--- src/rtl/kernel_launcher_if.sv ---
// Bundle of the command, kernel-control and response signals of kernel_launcher.
//
// Handshake rule for both cmd_* and rsp_*: a transfer happens on a rising clk
// edge where valid && ready are both 1; the producer keeps valid and its
// payload stable until that edge, and ready may change freely.
interface kernel_launcher_if #(
  parameter int ADDR_W = 1,
  parameter int DATA_W = 1,
  parameter int RES_W  = 2
);
  localparam int DEPTH = 2 ** ADDR_W;

  logic                    cmd_valid;
  logic                    cmd_ready;
  logic                    cmd_init;
  logic [DEPTH*DATA_W-1:0] cmd_arr;

  logic                    k_r_enable;
  logic                    k_init_i;
  logic                    k_controlArr;
  logic                    k_controlArrWEnable_a;
  logic [ADDR_W-1:0]       k_controlArrAddr_a;
  logic [DATA_W-1:0]       k_controlArrWData_a;
  logic [DATA_W-1:0]       k_controlArrRData_a;
  logic                    k_w_enable;
  logic [RES_W-1:0]        k_result;

  logic                    rsp_valid;
  logic                    rsp_ready;
  logic [RES_W-1:0]        rsp_result;
  logic [DEPTH*DATA_W-1:0] rsp_arr;
  logic                    rsp_timeout;

  // launcher side
  modport master (
    input  cmd_valid, cmd_init, cmd_arr,
    input  k_controlArrRData_a, k_w_enable, k_result,
    input  rsp_ready,
    output cmd_ready,
    output k_r_enable, k_init_i, k_controlArr, k_controlArrWEnable_a,
    output k_controlArrAddr_a, k_controlArrWData_a,
    output rsp_valid, rsp_result, rsp_arr, rsp_timeout
  );

  // host / kernel side
  modport slave (
    output cmd_valid, cmd_init, cmd_arr,
    output k_controlArrRData_a, k_w_enable, k_result,
    output rsp_ready,
    input  cmd_ready,
    input  k_r_enable, k_init_i, k_controlArr, k_controlArrWEnable_a,
    input  k_controlArrAddr_a, k_controlArrWData_a,
    input  rsp_valid, rsp_result, rsp_arr, rsp_timeout
  );
endinterface

--- src/rtl/kernel_launcher.sv ---
// Command/response wrapper around the `main` kernel: preloads its array,
// pulses start, waits for done (with timeout), reads the array back and
// returns result + image on the response channel.
module kernel_launcher #(
  parameter int ADDR_W  = 1,
  parameter int DATA_W  = 1,
  parameter int RES_W   = 2,
  parameter int TIMEOUT = 255
) (
  input  logic              clk,
  input  logic              rst,
  kernel_launcher_if.master bus,
  output logic [2:0]        dbg_state
);
  localparam int DEPTH = 2 ** ADDR_W;
  localparam int ARR_W = DEPTH * DATA_W;
  localparam int TW    = $clog2(TIMEOUT + 1);

  // timer value seen during the final permitted RUN cycle
  localparam logic [TW-1:0]   T_LAST   = TW'(TIMEOUT - 1);
  localparam logic [TW-1:0]   T_MAX    = TW'(TIMEOUT);
  localparam logic [ADDR_W:0] IDX_LAST = (ADDR_W + 1)'(DEPTH - 1);
  localparam logic [ADDR_W:0] IDX_END  = (ADDR_W + 1)'(DEPTH);

  typedef enum logic [2:0] {
    S_IDLE  = 3'd0,
    S_LOAD  = 3'd1,
    S_START = 3'd2,
    S_RUN   = 3'd3,
    S_DUMP  = 3'd4,
    S_RESP  = 3'd5
  } state_t;

  state_t            state_q, state_d;
  logic [ADDR_W:0]   idx_q;     // one extra bit: DUMP counts to DEPTH
  logic [TW-1:0]     timer_q;
  logic              init_q;
  logic [ARR_W-1:0]  arr_q;
  logic [RES_W-1:0]  res_q;
  logic [ARR_W-1:0]  rsp_arr_q;
  logic              to_q;

  logic [ADDR_W-1:0] idx_a;
  logic [ADDR_W-1:0] cap_a;     // entry captured in DUMP lags the address by one

  logic              cmd_ready_c, r_enable_c, ctrl_c, wen_c, rsp_valid_c;
  logic [ADDR_W-1:0] addr_c;
  logic [DATA_W-1:0] wdata_c;

  assign idx_a = idx_q[ADDR_W-1:0];
  assign cap_a = idx_a - 1'b1;

  // state register
  always_ff @(posedge clk or posedge rst) begin
    if (rst) state_q <= S_IDLE;
    else     state_q <= state_d;
  end

  // next-state decode and kernel/host-facing strobes
  always_comb begin
    state_d     = state_q;
    cmd_ready_c = 1'b0;
    r_enable_c  = 1'b0;
    ctrl_c      = 1'b0;
    wen_c       = 1'b0;
    addr_c      = '0;
    wdata_c     = '0;
    rsp_valid_c = 1'b0;
    case (state_q)
      S_IDLE: begin
        cmd_ready_c = 1'b1;
        if (bus.cmd_valid) state_d = S_LOAD;
      end
      S_LOAD: begin
        ctrl_c  = 1'b1;
        wen_c   = 1'b1;
        addr_c  = idx_a;
        wdata_c = arr_q[int'(idx_a) * DATA_W +: DATA_W];
        if (idx_q == IDX_LAST) state_d = S_START;
      end
      S_START: begin
        // done is stale here, so it is deliberately not examined
        r_enable_c = 1'b1;
        state_d    = S_RUN;
      end
      S_RUN: begin
        if (bus.k_w_enable)       state_d = S_DUMP;
        else if (timer_q >= T_LAST) state_d = S_RESP;
      end
      S_DUMP: begin
        ctrl_c = 1'b1;
        if (idx_q != IDX_END) addr_c  = idx_a;
        else                  state_d = S_RESP;
      end
      S_RESP: begin
        rsp_valid_c = 1'b1;
        if (bus.rsp_ready) state_d = S_IDLE;
      end
      default: state_d = S_IDLE;
    endcase
  end

  // command latch, index/timer counters and response capture
  always_ff @(posedge clk or posedge rst) begin
    if (rst) begin
      idx_q     <= '0;
      timer_q   <= '0;
      init_q    <= 1'b0;
      arr_q     <= '0;
      res_q     <= '0;
      rsp_arr_q <= '0;
      to_q      <= 1'b0;
    end else begin
      case (state_q)
        S_IDLE: begin
          if (bus.cmd_valid) begin
            init_q  <= bus.cmd_init;
            arr_q   <= bus.cmd_arr;
            idx_q   <= '0;
            timer_q <= '0;
          end
        end
        S_LOAD: begin
          idx_q <= (idx_q == IDX_LAST) ? '0 : idx_q + 1'b1;
        end
        S_RUN: begin
          timer_q <= (timer_q == T_MAX) ? T_MAX : timer_q + 1'b1;
          if (bus.k_w_enable) begin
            res_q <= bus.k_result;
            to_q  <= 1'b0;
          end else if (timer_q >= T_LAST) begin
            // kernel may still be running: leave its array alone
            res_q     <= '0;
            rsp_arr_q <= '0;
            to_q      <= 1'b1;
          end
        end
        S_DUMP: begin
          if (idx_q != '0)
            rsp_arr_q[int'(cap_a) * DATA_W +: DATA_W] <= bus.k_controlArrRData_a;
          if (idx_q != IDX_END) idx_q <= idx_q + 1'b1;
        end
        default: ;
      endcase
    end
  end

  assign bus.cmd_ready             = cmd_ready_c;
  assign bus.k_r_enable            = r_enable_c;
  assign bus.k_init_i              = init_q;
  assign bus.k_controlArr          = ctrl_c;
  assign bus.k_controlArrWEnable_a = wen_c;
  assign bus.k_controlArrAddr_a    = addr_c;
  assign bus.k_controlArrWData_a   = wdata_c;
  assign bus.rsp_valid             = rsp_valid_c;
  assign bus.rsp_result            = res_q;
  assign bus.rsp_arr               = rsp_arr_q;
  assign bus.rsp_timeout           = to_q;
  assign dbg_state                 = state_q;
endmodule

--- src/flat_wrapper.sv ---
// flat-port wrapper written by rule: the top's interface ports become plain ports
module kernel_launcher_flat 
#(
  parameter int ADDR_W  = 1,
  parameter int DATA_W  = 1,
  parameter int RES_W   = 2,
  parameter int TIMEOUT = 255
)
  (clk, rst, dbg_state, bus_cmd_valid, bus_cmd_init, bus_cmd_arr, bus_k_controlArrRData_a, bus_k_w_enable, bus_k_result, bus_rsp_ready, bus_cmd_ready, bus_k_r_enable, bus_k_init_i, bus_k_controlArr, bus_k_controlArrWEnable_a, bus_k_controlArrAddr_a, bus_k_controlArrWData_a, bus_rsp_valid, bus_rsp_result, bus_rsp_arr, bus_rsp_timeout);
  kernel_launcher_if #(.ADDR_W(ADDR_W), .DATA_W(DATA_W), .RES_W(RES_W)) bus_i ();
  input  logic clk;
  input  logic rst;
  output logic [2:0] dbg_state;
  input wire logic [$bits(bus_i.cmd_valid)-1:0] bus_cmd_valid;
  input wire logic [$bits(bus_i.cmd_init)-1:0] bus_cmd_init;
  input wire logic [$bits(bus_i.cmd_arr)-1:0] bus_cmd_arr;
  input wire logic [$bits(bus_i.k_controlArrRData_a)-1:0] bus_k_controlArrRData_a;
  input wire logic [$bits(bus_i.k_w_enable)-1:0] bus_k_w_enable;
  input wire logic [$bits(bus_i.k_result)-1:0] bus_k_result;
  input wire logic [$bits(bus_i.rsp_ready)-1:0] bus_rsp_ready;
  output wire logic [$bits(bus_i.cmd_ready)-1:0] bus_cmd_ready;
  output wire logic [$bits(bus_i.k_r_enable)-1:0] bus_k_r_enable;
  output wire logic [$bits(bus_i.k_init_i)-1:0] bus_k_init_i;
  output wire logic [$bits(bus_i.k_controlArr)-1:0] bus_k_controlArr;
  output wire logic [$bits(bus_i.k_controlArrWEnable_a)-1:0] bus_k_controlArrWEnable_a;
  output wire logic [$bits(bus_i.k_controlArrAddr_a)-1:0] bus_k_controlArrAddr_a;
  output wire logic [$bits(bus_i.k_controlArrWData_a)-1:0] bus_k_controlArrWData_a;
  output wire logic [$bits(bus_i.rsp_valid)-1:0] bus_rsp_valid;
  output wire logic [$bits(bus_i.rsp_result)-1:0] bus_rsp_result;
  output wire logic [$bits(bus_i.rsp_arr)-1:0] bus_rsp_arr;
  output wire logic [$bits(bus_i.rsp_timeout)-1:0] bus_rsp_timeout;
  assign bus_i.cmd_valid = bus_cmd_valid;
  assign bus_i.cmd_init = bus_cmd_init;
  assign bus_i.cmd_arr = bus_cmd_arr;
  assign bus_i.k_controlArrRData_a = bus_k_controlArrRData_a;
  assign bus_i.k_w_enable = bus_k_w_enable;
  assign bus_i.k_result = bus_k_result;
  assign bus_i.rsp_ready = bus_rsp_ready;
  assign bus_cmd_ready = bus_i.cmd_ready;
  assign bus_k_r_enable = bus_i.k_r_enable;
  assign bus_k_init_i = bus_i.k_init_i;
  assign bus_k_controlArr = bus_i.k_controlArr;
  assign bus_k_controlArrWEnable_a = bus_i.k_controlArrWEnable_a;
  assign bus_k_controlArrAddr_a = bus_i.k_controlArrAddr_a;
  assign bus_k_controlArrWData_a = bus_i.k_controlArrWData_a;
  assign bus_rsp_valid = bus_i.rsp_valid;
  assign bus_rsp_result = bus_i.rsp_result;
  assign bus_rsp_arr = bus_i.rsp_arr;
  assign bus_rsp_timeout = bus_i.rsp_timeout;
  kernel_launcher #(.ADDR_W(ADDR_W), .DATA_W(DATA_W), .RES_W(RES_W), .TIMEOUT(TIMEOUT)) u_core (.clk(clk), .rst(rst), .bus(bus_i), .dbg_state(dbg_state));
endmodule
--- config.mk ---
export PLATFORM = sky130hd
export DESIGN_NAME = kernel_launcher_flat
export DESIGN_NICKNAME = d
export VERILOG_FILES = /design/src/rtl/kernel_launcher_if.sv /design/src/rtl/kernel_launcher.sv /design/src/flat_wrapper.sv
export SDC_FILE = /design/constraint.sdc
export NUM_CORES = 1
export LEC_CHECK = 0
export ABC_AREA = 1
export CORE_MARGIN = 4
export CORE_UTILIZATION = 55
export DETAILED_ROUTE_END_ITERATION = 10
export GPL_ROUTABILITY_DRIVEN = 0
export HOLD_SLACK_MARGIN = 0.05
export PLACE_DENSITY = 0.85
export SLEW_MARGIN = 40
export SYNTH_ARGS = -nofsm -noshare
export SYNTH_HDL_FRONTEND = slang
export SYNTH_SLANG_ARGS = --single-unit
--- constraint.sdc ---
create_clock -name clk -period 4.6 [get_ports clk]
set_clock_uncertainty 0.2 [all_clocks]
set_input_delay 1.38 -clock clk [delete_from_list [all_inputs] [get_ports clk]]
set_output_delay 1.38 -clock clk [all_outputs]
set_load 0.005 [all_outputs]
==> metrics, run 1 <==
status=finished, final reports clean; DRC errors left=0; Period Utilization, post-route=0.773; crit path launch type=register; GRT Util Overall=0.210; most common cell after layout, fill and taps aside=nand2_1; RSZ-0062 raised after global routing=false; CTS Root Cell=clkbuf_4; io pins=27; Starting DRT DRC Count=37; Post-Syn Nets=205; # diodes=0; Critical Path RT=between 3000 and 4000 ps; level count of the clock H-tree=1; Layout Cells excl Fill=244; Starting Density=0.589; most frequent cells in the layout=nand2_1, inv_1, clkdlybuf4s50_1; Seq/Total Area, Yosys=0.392; Fmax=281 MHz; Inst Count DP=240; Hold WS=approximately 300 ps; CTS clock-pin slew for the worst setup and hold paths=130 ps; Cell variety after synth=21; Avg WL per Cell=13.0 um; Die Wd=57.4 um; power density over cell area=496 mW/mm^2; via density per instance=around 5.4; WP data arrival=1980 ps; hold buffers post-CTS=0; critical path, cell by cell=nor2_2 -> nand3_2 -> a21oi_1 -> clkdlybuf4s50_1; final setup fails=0; worst hold stages=2; Hold Fails Final Rpt=0; largest net degree at the start of global routing=22; die height=57.4 um; post-cts resize count=0; Cell Area, Synth=between 0.001 and 0.0015 mm^2; slew margin rel.=0.701; total global routing overflow=0; Crit path buffers/inverters=1; Post-DP HPWL=2.44 mm; Crit. End Element=primary output; post-place setup slack=between 1000 and 1500 ps; share of cells above drive strength 1=0.0741; post-layout minimum cycle time=about 3600 ps; NumNets Final=~230; Register-to-Register Path Depth=6; Crit Path Max Fanout=8; vias in the first global route=around 1300; Syn. warnings=0; row cnt=17; Max Root-Sink Buffers=2; max-slew violations=0; CP max-delay cell=clkdlybuf4s50_1; Worst-Skew Late Latency=320 ps; Pre-antenna DRT Iters=4; Max Cap Viol=0; Setup Buffers After CTS=0; Area Growth Syn to Fin=23.3%; Leak=roughly 0.86 nW; critical path depth=4; initial antenna violation count=0; global-route wire length before repair=about 5.5 mm; CTS tree=built; Setup WS post-layout=1040 ps; WL final=roughly 3.2 mm; Synth Register Bits=21; min-delay worst type=register to register; clk sinks=21; cell count after synthesis=188; final core occ=0.727; Die ar.=~0.0033 mm^2; clock buffer count from CTS=3; core area=0.00228 mm^2; antenna-violating nets left=0; Avg Inst Size Synth=7.13 um^2; critical path's top delay family=buffers and inverters; TNS Setup=0 ps; Max stage delay on crit path=510 ps; IR drop worst, VDD=0.345 mV; CP Class=register to primary output; PortBufs=26; Reg2Reg Setup Slack=approximately 2800 ps; DR vias=1310; Slew @ Worst Pin=roughly 450 ps
worst register-to-register path, delay by kind of cell (launching register included):
family	cells	cell delay, ps
buf+inv	2	300
compound gates	1	180
flops	1	530
simple gates	3	510
cell families after synthesis:
family / after synthesis / share of synthesized area
AO/OA/AOI/OAI: 20 / 0.0812
XOR/XNOR: 1 / 0.00653
adder cells (fa/ha/maj): 6 / 0.0560
buffers and inverters: 34 / 0.0989
flip-flops: 21 / 0.392
multiplexers: 3 / 0.0252
AND/OR/NAND/NOR: 103 / 0.340
cell type report:
cell class                      count  area, um^2
Sequential cell                    21         526
Clock inverter                      1        7.51
Fill cell                         194         622
Multi-Input combinational cell    133         683
Inverter                           32         120
Tap cell                           28        35.0
Timing Repair Buffer               26         260
Clock buffer                        3        22.5
path summary, 6_finish.rpt:
kind                                       start                      to
setup / recovery             u_core.dbg_state[0]  bus_k_controlArrAddr_a
hold / removal             u_core.bus.rsp_arr[1]   u_core.bus.rsp_arr[1]
setup reg to reg             u_core.dbg_state[0]       u_core.timer_q[1]
hold reg to reg            u_core.bus.rsp_arr[1]   u_core.bus.rsp_arr[1]
max in group asynchronous                    rst   u_core.bus.rsp_arr[1]
min in group asynchronous                    rst     u_core.bus.k_init_i
layer usage:
| layer | part of all wire | up-vias | GRT usage |
|---|---|---|---|
| li1 | - | 639 | - |
| met1 | 0.43 | 609 | 0.252 |
| met2 | 0.48 | 57 | 0.366 |
| met3 | 0.075 | 5 | 0.0475 |
| met4 | 0.013 | 0 | 0.0728 |
| met5 | 0 | - | 0 |
through the flow:
| step | instance area [um^2] | power (W) |
|---|---|---|
| finish | 1650 | 0.000821 |
| global route | 1650 | 0.000890 |
| CTS | 1650 | 0.000819 |
| detailed placement | 1620 | 0.000722 |
| floorplan | 1340 | 0.000537 |
| global placement | 1620 | 0.000702 |
state kept, by name, indices dropped and copies added, names as in the netlist:
| signal | flops |
|---|---|
| u_core.dbg_state | 3 |
| u_core.bus.rsp_result | 2 |
| u_core.idx_q | 2 |
| u_core.timer_q | 8 |
| u_core.bus.rsp_arr | 2 |
| u_core.arr_q | 2 |
| u_core.bus.rsp_timeout | 1 |
| u_core.bus.k_init_i | 1 |
cell usage after synthesis, drive strengths merged:
master / number / area (um^2)
a21boi: 1 / 11.3
a21o: 1 / 7.51
a21oi: 5 / 25.0
buf: 2 / 12.5
dfrtp: 21 / 526
ha: 6 / 75.1
inv: 32 / 120
mux2: 3 / 33.8
nand2: 65 / 249
nand3: 16 / 95.1
nand3b: 2 / 15.0
nand4: 4 / 25.0
nor2: 14 / 62.6
nor3: 2 / 10.0
o21ai: 13 / 65.1
xnor2: 1 / 8.76
where the power goes:
part	total [W]	internal, W	switching (W)
logic	0.000428	0.000203	0.000225
registers	0.000294	0.000238	0.0000563
clock network	0.0000993	0.0000333	0.0000660
(Power assumes the default switching activity.)
==> inputs of run 2 (changes only) <==
--- a/config.mk
+++ b/config.mk
@@ -7,11 +7,11 @@
 export LEC_CHECK = 0
 export ABC_AREA = 1
 export CORE_MARGIN = 4
-export CORE_UTILIZATION = 55
+export CORE_UTILIZATION = 46
 export DETAILED_ROUTE_END_ITERATION = 10
 export GPL_ROUTABILITY_DRIVEN = 0
 export HOLD_SLACK_MARGIN = 0.05
-export PLACE_DENSITY = 0.85
+export PLACE_DENSITY = 0.75
 export SLEW_MARGIN = 40
 export SYNTH_ARGS = -nofsm -noshare
 export SYNTH_HDL_FRONTEND = slang
==> constraint.sdc (replaced) <==
create_clock -name clk -period 2.9 [get_ports clk]
set_clock_uncertainty 0.2 [all_clocks]
set_input_delay 0.87 -clock clk [delete_from_list [all_inputs] [get_ports clk]]
set_output_delay 0.87 -clock clk [all_outputs]
set_load 0.005 [all_outputs]
==> metrics, run 2 (synthesis gave the netlist of run 1 again) <==
post-layout minimum cycle time=about 2900 ps; NumNets Final=239 (+2.1%); Reg area=528 um^2 (+0.48%); CTS Root Cell=clkbuf_4; IR drop worst, VDD=0.493 mV (+43%); Crit. End Element=primary output; Worst-Skew Late Latency=310 ps (about the same); clock buffer count from CTS=3 (unchanged); min-delay worst type=register to register; crit path launch type=register; Period Utilization, post-route=0.987; max-slew violations=0 (unchanged); CP Class=register to primary output; status=finished, final reports clean; power density over cell area=781 mW/mm^2 (+57%); Gate power share=0.544 (+0.023); most common cell after layout, fill and taps aside=nand2_1; Pre-antenna DRT Iters=4 (unchanged); Placed Area=0.00164 mm^2 (+1.2%); slew margin rel.=0.802 (+0.101); Starting DRT DRC Count=78 (+110%); final instance area=0.00172 mm^2 (+4.0%); Hold Fails Final Rpt=0 (unchanged); CTS clock-pin slew for the worst setup and hold paths=120 ps (about the same); # diodes=0 (unchanged); Power Internal=0.000787 W (+66%); post-place setup slack=210 ps (-1240 ps); Sw Pwr=0.000557 W (+60%); hold buffers post-CTS=0 (unchanged); largest net degree at the start of global routing=22 (unchanged); share of cells above drive strength 1=0.122 (+0.0481); sequential share of power=0.350 (-0.008); Hold WS=291 ps (-6.37 ps); total global routing overflow=0 (unchanged); Critical Path RT=1830 ps (-1190 ps); io pins=27 (unchanged); PortBufs=26 (unchanged); DR vias=1283 (-2.1%); Die ar.=0.00384 mm^2 (+17%); most frequent cells in the layout=nand2_1, inv_1, clkdlybuf4s50_1; Starting Density=0.482 (-0.107); Fmax=349 MHz; RSZ-0062 raised after global routing=true; Slew @ Worst Pin=296 ps (-152 ps); Post-DP HPWL=2.42 mm (-0.61%); DRC errors left=0 (unchanged); TNS Setup=0 ps (unchanged); initial antenna violation count=0 (unchanged); Max Root-Sink Buffers=2 (unchanged); final setup fails=0 (unchanged); WP data arrival=1790 ps (-190 ps); clock power share=0.106 (-0.015); Setup WS post-layout=36.8 ps (-1010 ps); WL final=3.13 mm (-0.85%); level count of the clock H-tree=1 (unchanged); clk sinks=21 (unchanged); antenna-violating nets left=0 (unchanged); CTS tree=built; core area=0.00278 mm^2 (+22%); Die Wd=62 um (+8.0%); die height=62 um (+8.0%); Crit Path Max Fanout=8 (unchanged); max reg flops=8 (unchanged); final core occ=0.619 (-0.108); vias in the first global route=1254 (-3.8%); via density per instance=5.09 (-5.2%); Area Growth Syn to Fin=28.3%; fillers=251 (+29%); Leak=0.904 nW (+5.4%); global-route wire length before repair=5.06 mm (-8.7%); Max Cap Viol=0 (unchanged); row cnt=19 (+2); multi-input logic area=706 um^2 (+3.3%); GRT Util Overall=0.176 (-0.0343); sw frac=0.414 (-0.00826); Largest Register=u_core.timer_q; Avg WL per Cell=12.4 um (-4.0%)
[run 2: changes by cell type in the layout (fill, tap and decap cells not counted), moves of 2 or more]
cell	before	now
dfrtp_2	0	2
buf_4	0	5
dfrtp_1	21	19
a21oi_2	0	2
a21oi_1	5	3
[run 2: cell type report]
| type | instances | share of cell area |
|---|---|---|
| inverter | 32 | 0.0698 |
| sequential | 21 | 0.307 |
| tap | 31 | 0.0225 |
| multi-input combinational | 133 | 0.410 |
| clock inverter | 1 | 0.00291 |
| timing repair buffer | 31 | 0.175 |
| clock buffer | 3 | 0.0131 |
[run 2: through the flow]
| step | power, W | instances |
|---|---|---|
| floorplan | 0.000851 | 188 |
| global placement | 0.00113 | 245 |
| detailed placement | 0.00116 | 245 |
| CTS | 0.00131 | 250 |
| global route | 0.00146 | 252 |
| finish | 0.00134 | 252 |
[run 2: path summary, 6_finish.rpt]
path / start / end / slack, ps / cells past startpoint
worst min register to register: u_core.bus.rsp_arr[0] / u_core.bus.rsp_arr[0] / 290 / 2
worst max register to register: u_core.dbg_state[1] / u_core.timer_q[1] / 1070 / 6
worst max-delay path: u_core.dbg_state[2] / bus_k_controlArrWEnable_a / 40 / 4
worst min-delay path: u_core.bus.rsp_arr[0] / u_core.bus.rsp_arr[0] / 290 / 2
max in group asynchronous: rst / u_core.dbg_state[2] / 1580 / 3
min in group asynchronous: rst / u_core.timer_q[1] / 680 / 3
[run 2: what timing repair did]
action                     in CTS  in global routing
gates resized for setup         3                  7
setup endpoints to repair       3                  7
pin swaps                       0                  1
setup buffers                   1                  2
cloned                          0                  0
[run 2: critical path: stages, from the launching register on]
cell	delay, ps
dfrtp_2	510
nor2_2	170
nand2_1	150
inv_1	140
clkdlybuf4s50_1	520
[run 2: power groups by stage]
stage               sequential [W]  combinational [W]  clock [W]
finish                    0.000470           0.000731   0.000142
global route              0.000485           0.000818   0.000160
CTS                       0.000462           0.000704   0.000145
detailed placement        0.000470           0.000685          0
global placement          0.000465           0.000662          0
floorplan                 0.000451           0.000400          0
[run 2: layer usage]
metal,share of wire,wire length (um),GRT usage
met4,0.014,44,0.0758
met5,0,0,0
met1,0.41,1280,0.196
met3,0.042,132,0.0331
met2,0.53,1670,0.322
